## config.mk

```make
export PLATFORM = sky130hd
export DESIGN_NAME = pipe_hazard_ctrl
export DESIGN_NICKNAME = d
export VERILOG_FILES = /design/src/rtl/core_pkg.sv /design/src/rtl/pipe_hazard_ctrl_fwd_select.sv /design/src/rtl/pipe_hazard_ctrl.sv
export SDC_FILE = /design/constraint.sdc
export NUM_CORES = 1
export LEC_CHECK = 0
export CAP_MARGIN = 20
export CORE_ASPECT_RATIO = 1.25
export CORE_MARGIN = 2
export CORE_UTILIZATION = 35
export DETAILED_ROUTE_END_ITERATION = 10
export PLACE_DENSITY = 0.72
export SYNTH_ARGS = -nofsm -noshare
export SYNTH_HDL_FRONTEND = slang
export SYNTH_HIERARCHICAL = 1
export SYNTH_SLANG_ARGS = --single-unit
```

## constraint.sdc

```tcl
create_clock -name clk -period 3.95 [get_ports clk]
set_input_delay 0.5925 -clock clk [delete_from_list [all_inputs] [get_ports clk]]
set_output_delay 0.5925 -clock clk [all_outputs]
set_load 0.1 [all_outputs]
```

## src/rtl/core_pkg.sv

```systemverilog
// Shared constants for the pipeline control slice: stage indices,
// forwarding-select encodings and the hazard-controller state type.
package core_pkg;

  localparam int STG_IF  = 0;
  localparam int STG_ID  = 1;
  localparam int STG_EX  = 2;
  localparam int STG_MEM = 3;
  localparam int STG_WB  = 4;

  localparam logic [1:0] FWD_RF  = 2'd0;
  localparam logic [1:0] FWD_EX  = 2'd1;
  localparam logic [1:0] FWD_MEM = 2'd2;
  localparam logic [1:0] FWD_WB  = 2'd3;

  typedef enum logic [2:0] {
    ST_IDLE     = 3'd0,
    ST_RUN      = 3'd1,
    ST_LU_STALL = 3'd2,
    ST_EX_WAIT  = 3'd3,
    ST_DRAIN    = 3'd4,
    ST_HALTED   = 3'd5
  } state_t;

endpackage

```

## src/rtl/pipe_hazard_ctrl_fwd_select.sv

```systemverilog
// Operand forwarding priority for one ID source register: the youngest
// writing producer (EX, then MEM, then WB) wins; x0 always reads the regfile.
module fwd_select
  import core_pkg::*;
#(
  parameter int REG_AW = 5
) (
  input  logic [REG_AW-1:0] src_addr_i,
  input  logic [REG_AW-1:0] ex_addr_i,
  input  logic              ex_we_i,
  input  logic [REG_AW-1:0] mem_addr_i,
  input  logic              mem_we_i,
  input  logic [REG_AW-1:0] wb_addr_i,
  input  logic              wb_we_i,
  output logic [1:0]        sel_o
);

  always_comb begin
    sel_o = FWD_RF;
    if (src_addr_i != '0) begin
      if (ex_we_i && (ex_addr_i == src_addr_i)) begin
        sel_o = FWD_EX;
      end else if (mem_we_i && (mem_addr_i == src_addr_i)) begin
        sel_o = FWD_MEM;
      end else if (wb_we_i && (wb_addr_i == src_addr_i)) begin
        sel_o = FWD_WB;
      end
    end
  end

endmodule

```

## src/rtl/pipe_hazard_ctrl.sv

```systemverilog
// Hazard and pipeline-control unit: stall/flush per stage, forwarding selects,
// run/drain/halt sequencing. Optional perf counters: PIPE_HAZARD_PERF_CNT_EN.
module pipe_hazard_ctrl
  import core_pkg::*;
#(
  parameter int REG_AW     = 5,
  parameter int NUM_STAGES = 5,
  parameter int LOAD_LAT   = 1
`ifdef PIPE_HAZARD_PERF_CNT_EN
  , parameter int CNT_W    = 32
`endif
) (
  input  logic                  clk,
  input  logic                  reset,
  input  logic                  go,
  input  logic [REG_AW-1:0]     id_rs1_addr,
  input  logic                  id_rs1_re,
  input  logic [REG_AW-1:0]     id_rs2_addr,
  input  logic                  id_rs2_re,
  input  logic                  id_branch,
  input  logic                  id_halt,
  input  logic [REG_AW-1:0]     ex_rd_addr,
  input  logic                  ex_rd_we,
  input  logic                  ex_is_load,
  input  logic [REG_AW-1:0]     mem_rd_addr,
  input  logic                  mem_rd_we,
  input  logic [REG_AW-1:0]     wb_rd_addr,
  input  logic                  wb_rd_we,
  input  logic                  ex_busy,
  output logic [NUM_STAGES-1:0] stall,
  output logic [NUM_STAGES-1:0] flush,
  output logic [1:0]            fwd_rs1_sel,
  output logic [1:0]            fwd_rs2_sel,
  output logic                  running,
  output logic                  halt,
  output state_t                dbg_state
`ifdef PIPE_HAZARD_PERF_CNT_EN
  , output logic [CNT_W-1:0]    perf_stall_cycles,
  output logic [CNT_W-1:0]      perf_flush_count
`endif
);

  localparam int BUB_W   = 3;
  localparam int DRAIN_W = $clog2(NUM_STAGES);

  state_t             state_q, state_d;
  logic [BUB_W-1:0]   bub_cnt_q, bub_cnt_d;
  logic [DRAIN_W-1:0] drain_cnt_q, drain_cnt_d;
  logic               running_q, halt_q;
  logic               lu_hazard;
  logic [NUM_STAGES-1:0] stall_c, flush_c;

  // A load in EX cannot forward in time to a dependent instruction in ID.
  assign lu_hazard = ex_is_load && ex_rd_we && (ex_rd_addr != '0) &&
                     ((id_rs1_re && (id_rs1_addr == ex_rd_addr)) ||
                      (id_rs2_re && (id_rs2_addr == ex_rd_addr)));

  always_comb begin
    state_d     = state_q;
    bub_cnt_d   = bub_cnt_q;
    drain_cnt_d = drain_cnt_q;
    stall_c     = '0;
    flush_c     = '0;
    case (state_q)
      ST_IDLE: begin
        stall_c = '1;
        flush_c = '1;
        if (go) state_d = ST_RUN;
      end
      ST_RUN: begin
        if (ex_busy) begin
          stall_c[STG_EX:STG_IF] = '1;
          flush_c[STG_MEM]       = 1'b1;
          state_d                = ST_EX_WAIT;
        end else if (lu_hazard) begin
          stall_c[STG_ID:STG_IF] = '1;
          flush_c[STG_EX]        = 1'b1;
          bub_cnt_d              = BUB_W'(LOAD_LAT - 1);
          if (LOAD_LAT > 1) state_d = ST_LU_STALL;
        end else if (id_halt) begin
          stall_c[STG_IF] = 1'b1;
          flush_c[STG_ID] = 1'b1;
          drain_cnt_d     = DRAIN_W'(NUM_STAGES - 2);
          state_d         = ST_DRAIN;
        end else if (id_branch) begin
          flush_c[STG_ID] = 1'b1;
        end
      end
      ST_LU_STALL: begin
        if (ex_busy) begin
          stall_c[STG_EX:STG_IF] = '1;
          flush_c[STG_MEM]       = 1'b1;
          state_d                = ST_EX_WAIT;
        end else begin
          stall_c[STG_ID:STG_IF] = '1;
          flush_c[STG_EX]        = 1'b1;
          bub_cnt_d              = bub_cnt_q - BUB_W'(1);
          if (bub_cnt_q <= BUB_W'(1)) state_d = ST_RUN;
        end
      end
      ST_EX_WAIT: begin
        stall_c[STG_EX:STG_IF] = '1;
        flush_c[STG_MEM]       = 1'b1;
        if (!ex_busy) state_d = ST_RUN;
      end
      ST_DRAIN: begin
        stall_c[STG_ID:STG_IF] = '1;
        drain_cnt_d            = drain_cnt_q - DRAIN_W'(1);
        if (drain_cnt_q <= DRAIN_W'(1)) state_d = ST_HALTED;
      end
      ST_HALTED: begin
        stall_c = '1;
      end
      default: begin
        stall_c = '1;
        flush_c = '1;
        state_d = ST_IDLE;
      end
    endcase
  end

  always_ff @(posedge clk or negedge reset) begin
    if (!reset) begin
      state_q     <= ST_IDLE;
      bub_cnt_q   <= '0;
      drain_cnt_q <= '0;
      running_q   <= 1'b0;
      halt_q      <= 1'b0;
    end else begin
      state_q     <= state_d;
      bub_cnt_q   <= bub_cnt_d;
      drain_cnt_q <= drain_cnt_d;
      running_q   <= state_d inside {ST_RUN, ST_LU_STALL, ST_EX_WAIT, ST_DRAIN};
      halt_q      <= (state_d == ST_HALTED);
    end
  end

  assign stall     = stall_c;
  assign flush     = flush_c;
  assign running   = running_q;
  assign halt      = halt_q;
  assign dbg_state = state_q;

  fwd_select #(.REG_AW(REG_AW)) u_fwd_rs1 (
    .src_addr_i (id_rs1_addr),
    .ex_addr_i  (ex_rd_addr),
    .ex_we_i    (ex_rd_we),
    .mem_addr_i (mem_rd_addr),
    .mem_we_i   (mem_rd_we),
    .wb_addr_i  (wb_rd_addr),
    .wb_we_i    (wb_rd_we),
    .sel_o      (fwd_rs1_sel)
  );

  fwd_select #(.REG_AW(REG_AW)) u_fwd_rs2 (
    .src_addr_i (id_rs2_addr),
    .ex_addr_i  (ex_rd_addr),
    .ex_we_i    (ex_rd_we),
    .mem_addr_i (mem_rd_addr),
    .mem_we_i   (mem_rd_we),
    .wb_addr_i  (wb_rd_addr),
    .wb_we_i    (wb_rd_we),
    .sel_o      (fwd_rs2_sel)
  );

`ifdef PIPE_HAZARD_PERF_CNT_EN
  logic             br_flush;
  logic [CNT_W-1:0] perf_stall_q, perf_flush_q;

  // A branch flush only happens in RUN when nothing of higher priority fired.
  assign br_flush = (state_q == ST_RUN) && !ex_busy && !lu_hazard &&
                    !id_halt && id_branch;

  always_ff @(posedge clk or negedge reset) begin
    if (!reset) begin
      perf_stall_q <= '0;
      perf_flush_q <= '0;
    end else begin
      if (stall_c[STG_ID] && running_q && !(&perf_stall_q)) begin
        perf_stall_q <= perf_stall_q + CNT_W'(1);
      end
      if (br_flush && !(&perf_flush_q)) begin
        perf_flush_q <= perf_flush_q + CNT_W'(1);
      end
    end
  end

  assign perf_stall_cycles = perf_stall_q;
  assign perf_flush_count  = perf_flush_q;
`endif

endmodule

```

==> impl_metrics.tcl <==
set metrics [dict create \
    status "finished, final reports clean" \
    holdWs_ns 0.543 \
    num_rows 25 \
    cts.reportedPaths.clkPinSlew_ns 0.04 \
    clk_path_buf_depth 2 \
    cp.required_ns 3.36 \
    cp-start-kind "primary input" \
    synth.cell_area_um2 1390 \
    cts.sink_count 11 \
    ctsRootBufferMaster "clkbuf_8" \
    drt-pass1-iter-count 4 \
    io_pins 56 \
    critPathMaxFanout 5 \
    ys_top_cells_by_area "dfrtp_1 20%, xor2_1 15%, xnor2_1 13%" \
    finalCritPeriodShare_pct 82.7 \
    crit_chain "clkdlybuf4s50_1, or4_4, o211a_1, nand2_1, nand2_1, or2_1, buf_12" \
    syn_nets 208 \
    dieArea_um2 4500 \
    ys_seq_area_share_pct 19.8 \
    synth-async-reset-ratio_pct 100 \
    post_cts_resized 0 \
    drv_cap 0 \
    grt_first_pass_wirelength_um 5720 \
    netSwitchingFraction_pct 63.8 \
    nets 263 \
    cts_buffers 3 \
    globalplace.congestion 0.855 \
    dp_hpwl_um 3040 \
    yosys_register_bits 11 \
    pwr-share-comb_pct 80.7 \
    worstPathArrival_ns 2.67 \
    finalHoldViolCount 0 \
    ctsHoldBuffers 0 \
    rsz0062_at_grt "no" \
    synth_top_area_share_pct 19.8 \
    max_stage_delay_ns 0.58 \
    die_w_um 60.4 \
    yosysMostFrequentCell "xor2_1" \
    yosysTopAreaCell "dfrtp_1" \
    clock.fmax_mhz 306 \
    critPathMostFrequentCell "nand2_1" \
    power_mw 1.81 \
    tightestPinTransition_ns 0.969 \
    antenna_found_initial 0 \
    synthTopCellsByCount "24 x xor2_1, 20 x xnor2_1, 13 x nor2_1" \
    hold_class "flip-flop to flip-flop" \
    stdcell_count 273 \
    cp-end-kind "output pin" \
    place_inst 269 \
    via_count 1383 \
    intPower_mw 0.655 \
    cts_max_level 1 \
    dieHeight_um 74.5 \
    grt_use_total_pct 16.8 \
    critPathKind "primary input to output pin" \
    pwr-share-seq_pct 13.3 \
    numPortBuffers 55 \
    grt_max_degree 17 \
    drive_gt1_share_pct 15.1 \
    start_util_pct 36.8 \
    antenna_cells 0 \
    p_clk_share_pct 6.1 \
    drcViolationCount 0 \
    grt_pass1_vias 1357 \
    ys_warn_count 6 \
    syn_to_final_growth_pct 47.2 \
    ys.flop_type "dfrtp_1" \
    maxSlewHeadroom_pct 35.2 \
    clock_latency_ns 0.24 \
    final.setup_skew_ns 0.00312 \
    drt_iter0_markers 26 \
    grt_overflow 0 \
    drv_slew 0 \
    min_period_ns 3.27 \
    viasPerCell 5.07 \
    wl_per_cell_um 13.0 \
    syn_area_per_cell_um2 8.43 \
    core_area_um2 3780 \
    finalSetupViolations 0 \
    p_sw_mw 1.16 \
    tns_ns 0 \
    power_leakage_nw 0.827 \
    cts_tree "done" \
    syn_inst 165 \
    postCtsSetupBuffers 0 \
    synth-edff-count 0 \
    antenna_left 0 \
    p_per_area_nw_per_um2 884 \
    synth_cell_types 42 \
    wl_um 3540 \
    slowest_stage "or4_4" \
    peakVddDrop_mv 0.441 \
]
-- layer usage --
| layer | track usage [%] | vias up | part of all wire (%) |
|---|---|---|---|
| met3 | 2.26 | 7 | 4.7 |
| met1 | 16.8 | 641 | 38 |
| met2 | 33.1 | 47 | 54 |
| met5 | 0 | - | 0 |
| li1 | - | 688 | - |
| met4 | 7.65 | 0 | 2.4 |
-- flip-flops by register name (all words and copies together), names as in the netlist --
register	count
bub_cnt_q	3
dbg_state	3
drain_cnt_q	3
halt	1
running	1
-- metrics by stage --
step / worst slack, ns / util [%] / instance area [um2]
after floorplan: -0.0492 / - / 1400
after global placement: 0.714 / 52.9 / 2000
after detailed placement: 0.685 / 52.9 / 2000
after CTS: 0.681 / 54.1 / 2050
after global routing: 0.506 / 54.1 / 2050
final: 0.684 / 54.1 / 2050
-- layout by cell type, fill, tap and decap left out, types with 2 or more instances in the layout --
master and count:
clkdlybuf4s50_1 43, xor2_1 24, xnor2_1 19, nor2_1 13, dfrtp_1 11, nand2_1 10, inv_1 9, nand3_1 9
buf_4 8, ha_1 6, o21ai_0 5, nor3_1 5, nand4_1 4, buf_12 4, nor4_1 4, and3_1 3
clkbuf_8 3, nor2_4 2, o22ai_1 2, mux2i_1 2, o21ai_2 2, nor2b_1 2, a21oi_2 2, a31oi_1 2
nor4_2 2, and4_2 2, a21bo_2 2, a221oi_2 2
-- power by group through the flow --
stage | logic (mW) | clock network [mW] | registers, mW
floorplan | 1.01 | 0 | 0.358
global placement | 1.45 | 0 | 0.240
detailed placement | 1.47 | 0 | 0.242
CTS | 1.47 | 0.114 | 0.240
global route | 1.53 | 0.120 | 0.250
finish | 1.46 | 0.110 | 0.240
-- final cells by class --
| type | count | area [um2] |
|---|---|---|
| tap | 54 | 67.6 |
| inverter | 9 | 33.8 |
| sequential | 11 | 275 |
| fill | 377 | 1740 |
| multi-input combinational | 140 | 1060 |
| clock buffer | 4 | 45.0 |
| timing repair buffer | 55 | 571 |
-- final timing paths --
path / cells after the start / from / end / slack [ns]
worst min-delay path: 1 / drain_cnt_q[0] / drain_cnt_q[0] / 0.54
worst min register to register: 1 / drain_cnt_q[0] / drain_cnt_q[0] / 0.54
worst max-delay path: 7 / ex_rd_addr[2] / stall[0] / 0.68
worst max register to register: 7 / bub_cnt_q[0] / halt / 2.16
max in group asynchronous: 1 / reset / drain_cnt_q[0] / 2.91
min in group asynchronous: 1 / reset / bub_cnt_q[2] / 0.69
-- cells by family (layout without fill, tap and decap cells) --
| group | after synthesis | in the layout | share of synthesized area (%) |
|---|---|---|---|
| compound gates | 26 | 26 | 15.0 |
| xor+xnor | 44 | 44 | 27.7 |
| fa+ha+maj | 6 | 6 | 5.40 |
| buf+inv | 14 | 68 | 5.13 |
| flops | 11 | 11 | 19.8 |
| mux | 2 | 2 | 1.44 |
| simple gates | 62 | 62 | 25.5 |
-- worst max-delay path: cells and delay by family --
family,cells,cell delay (ns)
buf+inv,2,0.73
compound gates,1,0.26
simple gates,4,1.08
Note: power is estimated with default switching activity, not from simulation.
